File: config.mk
export PLATFORM = sky130hd
export DESIGN_NAME = machine_timer_unit
export DESIGN_NICKNAME = d
export VERILOG_FILES = /design/src/rtl/machine_timer_unit.sv
export SDC_FILE = /design/constraint.sdc
export NUM_CORES = 1
export LEC_CHECK = 0
export CAP_MARGIN = 20
export CORE_MARGIN = 2
export CORE_UTILIZATION = 30
export DETAILED_ROUTE_END_ITERATION = 6
export PLACE_DENSITY = 0.49
export SETUP_SLACK_MARGIN = 0.15
export SLEW_MARGIN = 20
export SYNTH_ARGS = -nofsm -noshare
export SYNTH_HDL_FRONTEND = slang
export SYNTH_SLANG_ARGS = --single-unit
export TNS_END_PERCENT = 5
File: constraint.sdc
create_clock -name clk -period 6.2 [get_ports clk]
set_input_delay 1.55 -clock clk [delete_from_list [all_inputs] [get_ports clk]]
set_output_delay 1.55 -clock clk [all_outputs]
set_load 0.01 [all_outputs]
File: src/rtl/machine_timer_unit.sv
// Memory-mapped RISC-V machine timer: 64-bit mtime/mtimecmp, prescaled tick,
// registered 1-cycle register port and level timer-interrupt request.
module machine_timer_unit #(
  parameter logic [31:0] BASE_ADDR  = 32'h4000_0000,
  parameter int unsigned PRESCALE_W = 8
) (
  input  logic        clk,
  input  logic        rstN,
  input  logic        reqValid,
  input  logic        reqWE,
  input  logic [31:0] reqAddr,
  input  logic [31:0] reqWData,
  output logic        rspValid,
  output logic [31:0] rspData,
  output logic        rspErr,
  output logic        reqTimerInterrupt
);

  typedef enum logic [2:0] {
    REG_MTIME_LO = 3'd0,
    REG_MTIME_HI = 3'd1,
    REG_CMP_LO   = 3'd2,
    REG_CMP_HI   = 3'd3,
    REG_CTRL     = 3'd4
  } reg_sel_e;

  logic [63:0]           mtime;
  logic [63:0]           mtimecmp;
  logic [63:0]           mtime_next;
  logic [31:0]           hi_shadow;
  logic                  en;
  logic [PRESCALE_W-1:0] div;
  logic [PRESCALE_W-1:0] cnt;
  logic [PRESCALE_W-1:0] cnt_next;

  logic [31:0] offset;
  logic        hit;
  reg_sel_e    sel;
  logic        rd;
  logic        wr;
  logic        tick;
  logic [31:0] rd_data;

  // Byte lanes are ignored; only word offsets are decoded.
  logic unused_addr_bits;
  assign unused_addr_bits = ^reqAddr[1:0];

  assign offset = reqAddr - BASE_ADDR;

  // Address decode: only the five defined words inside the window are hits.
  always_comb begin
    hit = 1'b0;
    sel = REG_MTIME_LO;
    if ((offset[31:5] == '0) && (offset[4:2] <= 3'd4)) begin
      hit = 1'b1;
      sel = reg_sel_e'(offset[4:2]);
    end
  end

  assign rd   = reqValid && !reqWE && hit;
  assign wr   = reqValid &&  reqWE && hit;
  assign tick = en && (cnt == div);

  // Next mtime: a write to either half wins and suppresses that cycle's increment.
  always_comb begin
    mtime_next = mtime;
    if (wr && (sel == REG_MTIME_LO)) begin
      mtime_next[31:0] = reqWData;
    end else if (wr && (sel == REG_MTIME_HI)) begin
      mtime_next[63:32] = reqWData;
    end else if (tick) begin
      mtime_next = mtime + 64'd1;
    end
  end

  // Prescaler: counts 0..DIV while enabled, cleared when disabled or CTRL is written.
  always_comb begin
    cnt_next = cnt + 1'b1;
    if ((wr && (sel == REG_CTRL)) || !en || (cnt == div)) begin
      cnt_next = '0;
    end
  end

  // Read mux over pre-update state; MTIME_HI reads the snapshot, not live mtime.
  always_comb begin
    rd_data = '0;
    case (sel)
      REG_MTIME_LO: rd_data = mtime[31:0];
      REG_MTIME_HI: rd_data = hi_shadow;
      REG_CMP_LO:   rd_data = mtimecmp[31:0];
      REG_CMP_HI:   rd_data = mtimecmp[63:32];
      REG_CTRL: begin
        rd_data[31]             = en;
        rd_data[PRESCALE_W-1:0] = div;
      end
      default: rd_data = '0;
    endcase
  end

  // Timer state, control, snapshot and compare registers.
  always_ff @(posedge clk or negedge rstN) begin
    if (!rstN) begin
      mtime             <= '0;
      mtimecmp          <= '1;
      en                <= 1'b0;
      div               <= '0;
      cnt               <= '0;
      hi_shadow         <= '0;
      reqTimerInterrupt <= 1'b0;
    end else begin
      mtime             <= mtime_next;
      cnt               <= cnt_next;
      reqTimerInterrupt <= (mtime >= mtimecmp);
      if (wr && (sel == REG_CMP_LO)) mtimecmp[31:0]  <= reqWData;
      if (wr && (sel == REG_CMP_HI)) mtimecmp[63:32] <= reqWData;
      if (wr && (sel == REG_CTRL)) begin
        en  <= reqWData[31];
        div <= reqWData[PRESCALE_W-1:0];
      end
      if (rd && (sel == REG_MTIME_LO)) begin
        hi_shadow <= mtime[63:32];
      end else if (wr && (sel == REG_MTIME_HI)) begin
        hi_shadow <= reqWData;
      end
    end
  end

  // Registered response, one cycle after each request.
  always_ff @(posedge clk or negedge rstN) begin
    if (!rstN) begin
      rspValid <= 1'b0;
      rspData  <= '0;
      rspErr   <= 1'b0;
    end else begin
      rspValid <= reqValid;
      rspErr   <= reqValid && !hit;
      rspData  <= rd ? rd_data : '0;
    end
  end

endmodule

==> results.ini <==
[outcome]
status = finished clean

[global_routing]
grt_max_degree = 112
antenna_found_initial = 0
grt_overflow = 0
grt_pass1_vias = 10673
track_usage_pct = 18.6
grt_pass1_wl_um = 63900

[min_path]
whs_path_depth = 2
hold_class = reg2reg
min-delay-start = mtimecmp[12]
min_to = rspData[12]

[yosys]
synth.avg_cell_area_sq_um = 9.71
yosys_warnings = 0
ys_ff_latch = 212
synth_area_leaders = dfrtp_1 (30%), dfstp_2 (13%), mux2_2 (6.7%)
synth_most_common_cell = nand2_1
synth_nets = 1423
syn_area_sq_um = 12500
ys.flop_type = dfrtp_1
async_flop_share_pct = 100
yosys.area.top_type_share_pct = 29.6
syn_inst = 1289
synth_edf_count = 0
yosys.area.top_type = dfrtp_1
synth_cell_types = 75
ys_seq_area_share_pct = 43.0
synth_common_cells = nand2_1 (165), dfrtp_1 (148), a21oi_1 (93)

[power_and_ir_drop]
seqPwrFrac_pct = 45.6
ir_worst_vdd_uv = 196
clkPwrFrac_pct = 51.0
powerDensity_nw_per_um2 = 204
p_leak_nw = 6.10
power_frac_comb_pct = 3.3
p_int_mw = 2.35
p_sw_mw = 0.686
p_sw_share_pct = 22.6

[worst_setup_path]
rr_worst_depth = 7
critPathKind = in2reg
r2r_start = div[7]
critical_path_required_ns = 6.63
worstSetupEndpointType = flip-flop
cp_slowest_cell = or4_4
r2r_end = mtime[21]
cp_slowest_stage_delay_ns = 0.96
cp_cell_sequence = clkdlybuf4s50_1 -> nor3b_1 -> nand4_2 -> or4_4 -> a21o_1 -> o21ai_0 -> o311ai_1
path_delay_family = simple AND/OR/NAND/NOR gates
crit_path_max_fanout = 51
cp-start-kind = input port
rrSetupSlack_ns = 2.48
crit_arrival_ns = 4.59
crit_buf_inv = 1

[placement]
dpl-instance-area_sq_um = 14100
routabilityCongestion = 0.836
io_buffers = 100
dp_hpwl_um = 27900

[final_layout]
n_fill_cell = 4210
finalInstanceArea_sq_um = 14900
layout-area-overhead-vs-synth_pct = 19.3
final_util_pct = 36.4
layout-drive-gt1-share_pct = 16.9
diodes = 0
fin_nets = 1500

[timing]
hold_viol_final = 0
fin_crit_ns = 4.15
slew_headroom_pct = 38.6
setup_viol = 0
worst_pin_slew_ns = 0.914
rsz0062_at_grt = false
fin_crit_sh_pct = 67.0
fmax_ghz = 0.241
tns_ns = 0
slew_violations = 0
skew_ns = 0.0366

[floorplanning]
die-height_um = 208
ios = 103
die_area_sq_um = 43400
initial_core_util_pct = 30.5
design.core.area_sq_um = 41000
rows = 74
die_w_um = 208

[clock_network]
postCtsSetupBuffers = 0
numCtsBuffers = 27
cts_tree = done
hold_buffers = 0
ctsResizeCount = 0
cts_sinks = 212
clk_pin_slew_ns = 0.06
cts_buffer_depth = 3
cts_root_buf = clkbuf_16
htreeDepth = 1
clock_latency_ns = 0.57

[route]
vias = 10450
drc = 0
first_pass_iters = 6
wl_um = 40100
ant_nets = 0
post_drt_wl_per_cell_um = 20.9
via_per_inst = 5.45
drt_iter0_drc = 814

[run]
maxCapViolations = 0

## layout make-up
cell class / count / area, sq um / share of cell area, %
sequential: 212 / 5390 / 36.1
inverter: 73 / 274 / 1.83
multi-input combinational: 931 / 6570 / 44.0
clock inverter: 7 / 92.6 / 0.620
clock buffer: 42 / 762 / 5.10
timing repair buffer: 121 / 1190 / 7.96
tap: 532 / 666 / 4.46
## cell families (layout without fill, tap and decap cells)
| group | Yosys count | in the layout | synth area share [%] |
|---|---|---|---|
| and+or+nand+nor | 426 | 426 | 18.1 |
| AOI/OAI and AO/OA | 302 | 302 | 16.1 |
| DFF | 212 | 212 | 43.0 |
| buffers and inverters | 146 | 243 | 4.78 |
| muxes | 111 | 111 | 9.62 |
| adders and majority gates | 66 | 66 | 6.60 |
| xor gates and xnor gates | 26 | 26 | 1.82 |
## how the worst max path moves through the flow
stage	slack, ns	endpoint	depth (start not counted)	startpoint
2_1_floorplan	2.68	mtime[39]	8	reqAddr[20]
3_3_place_gp	1.51	mtime[62]	7	reqAddr[19]
3_5_place_dp	1.47	mtime[62]	7	reqAddr[7]
4_1_cts	2.07	mtime[62]	7	reqAddr[7]
5_1_grt	1.85	mtime[62]	7	reqAddr[3]
6_report	2.05	mtime[62]	7	reqAddr[30]
## per-stage QoR
step / hold WS, ns / cells / power [mW] / setup WS (ns)
final: 0.495 / 1918 / 3.04 / 2.05
after global routing: 0.518 / 1918 / 3.15 / 1.85
after detailed placement: 0.503 / 1869 / 1.52 / 1.47
after floorplan: 0.492 / 1289 / 1.42 / 2.68
after CTS: 0.492 / 1918 / 3.09 / 2.07
after global placement: 0.507 / 1869 / 1.51 / 1.51
## layout by cell type, fill, tap and decap left out, drive strengths merged, types with 9 or more instances in the layout
master,count
o211ai,9
nand4,32
mux2i,36
mux2,75
nor3,27
a21oi,94
buf,22
nor2,46
and3,18
nand3,41
o21ai,73
a222oi,32
and2,14
dfrtp,148
clkdlybuf4s50,99
nor4,27
xor2,13
ha,66
xnor2,13
dfstp,64
and4,16
inv,74
a22oi,12
nand2,165
clkbuf,42
## registers in the layout, indices dropped and copies added, names as in the netlist
signal	count
rspValid	1
div	8
rspErr	1
hi_shadow	32
mtimecmp	64
rspData	32
reqTimerInterrupt	1
mtime	64
en	1
cnt	8
## routing by layer
metal	wire length, um	vias to the layer above	global-route usage, %
met1	19000	5212	26.2
met3	1920	39	3.15
li1	-	4927	-
met5	0	-	0
met4	651	0	3.37
met2	18600	272	30.2
## tightest hold or removal path, stage by stage (launching register included)
cell and delay, ns:
dfstp_2 0.37, nand2_1 0.05, a21oi_1 0.06
## power groups by stage
stage               logic [mW]  registers [mW]  clock network, mW
detailed placement       0.105            1.41                  0
global route             0.113            1.39               1.65
finish                   0.102            1.39               1.55
global placement         0.105            1.41                  0
CTS                      0.105            1.39               1.60
floorplan              0.00618            1.41                  0
(Power assumes the default switching activity.)
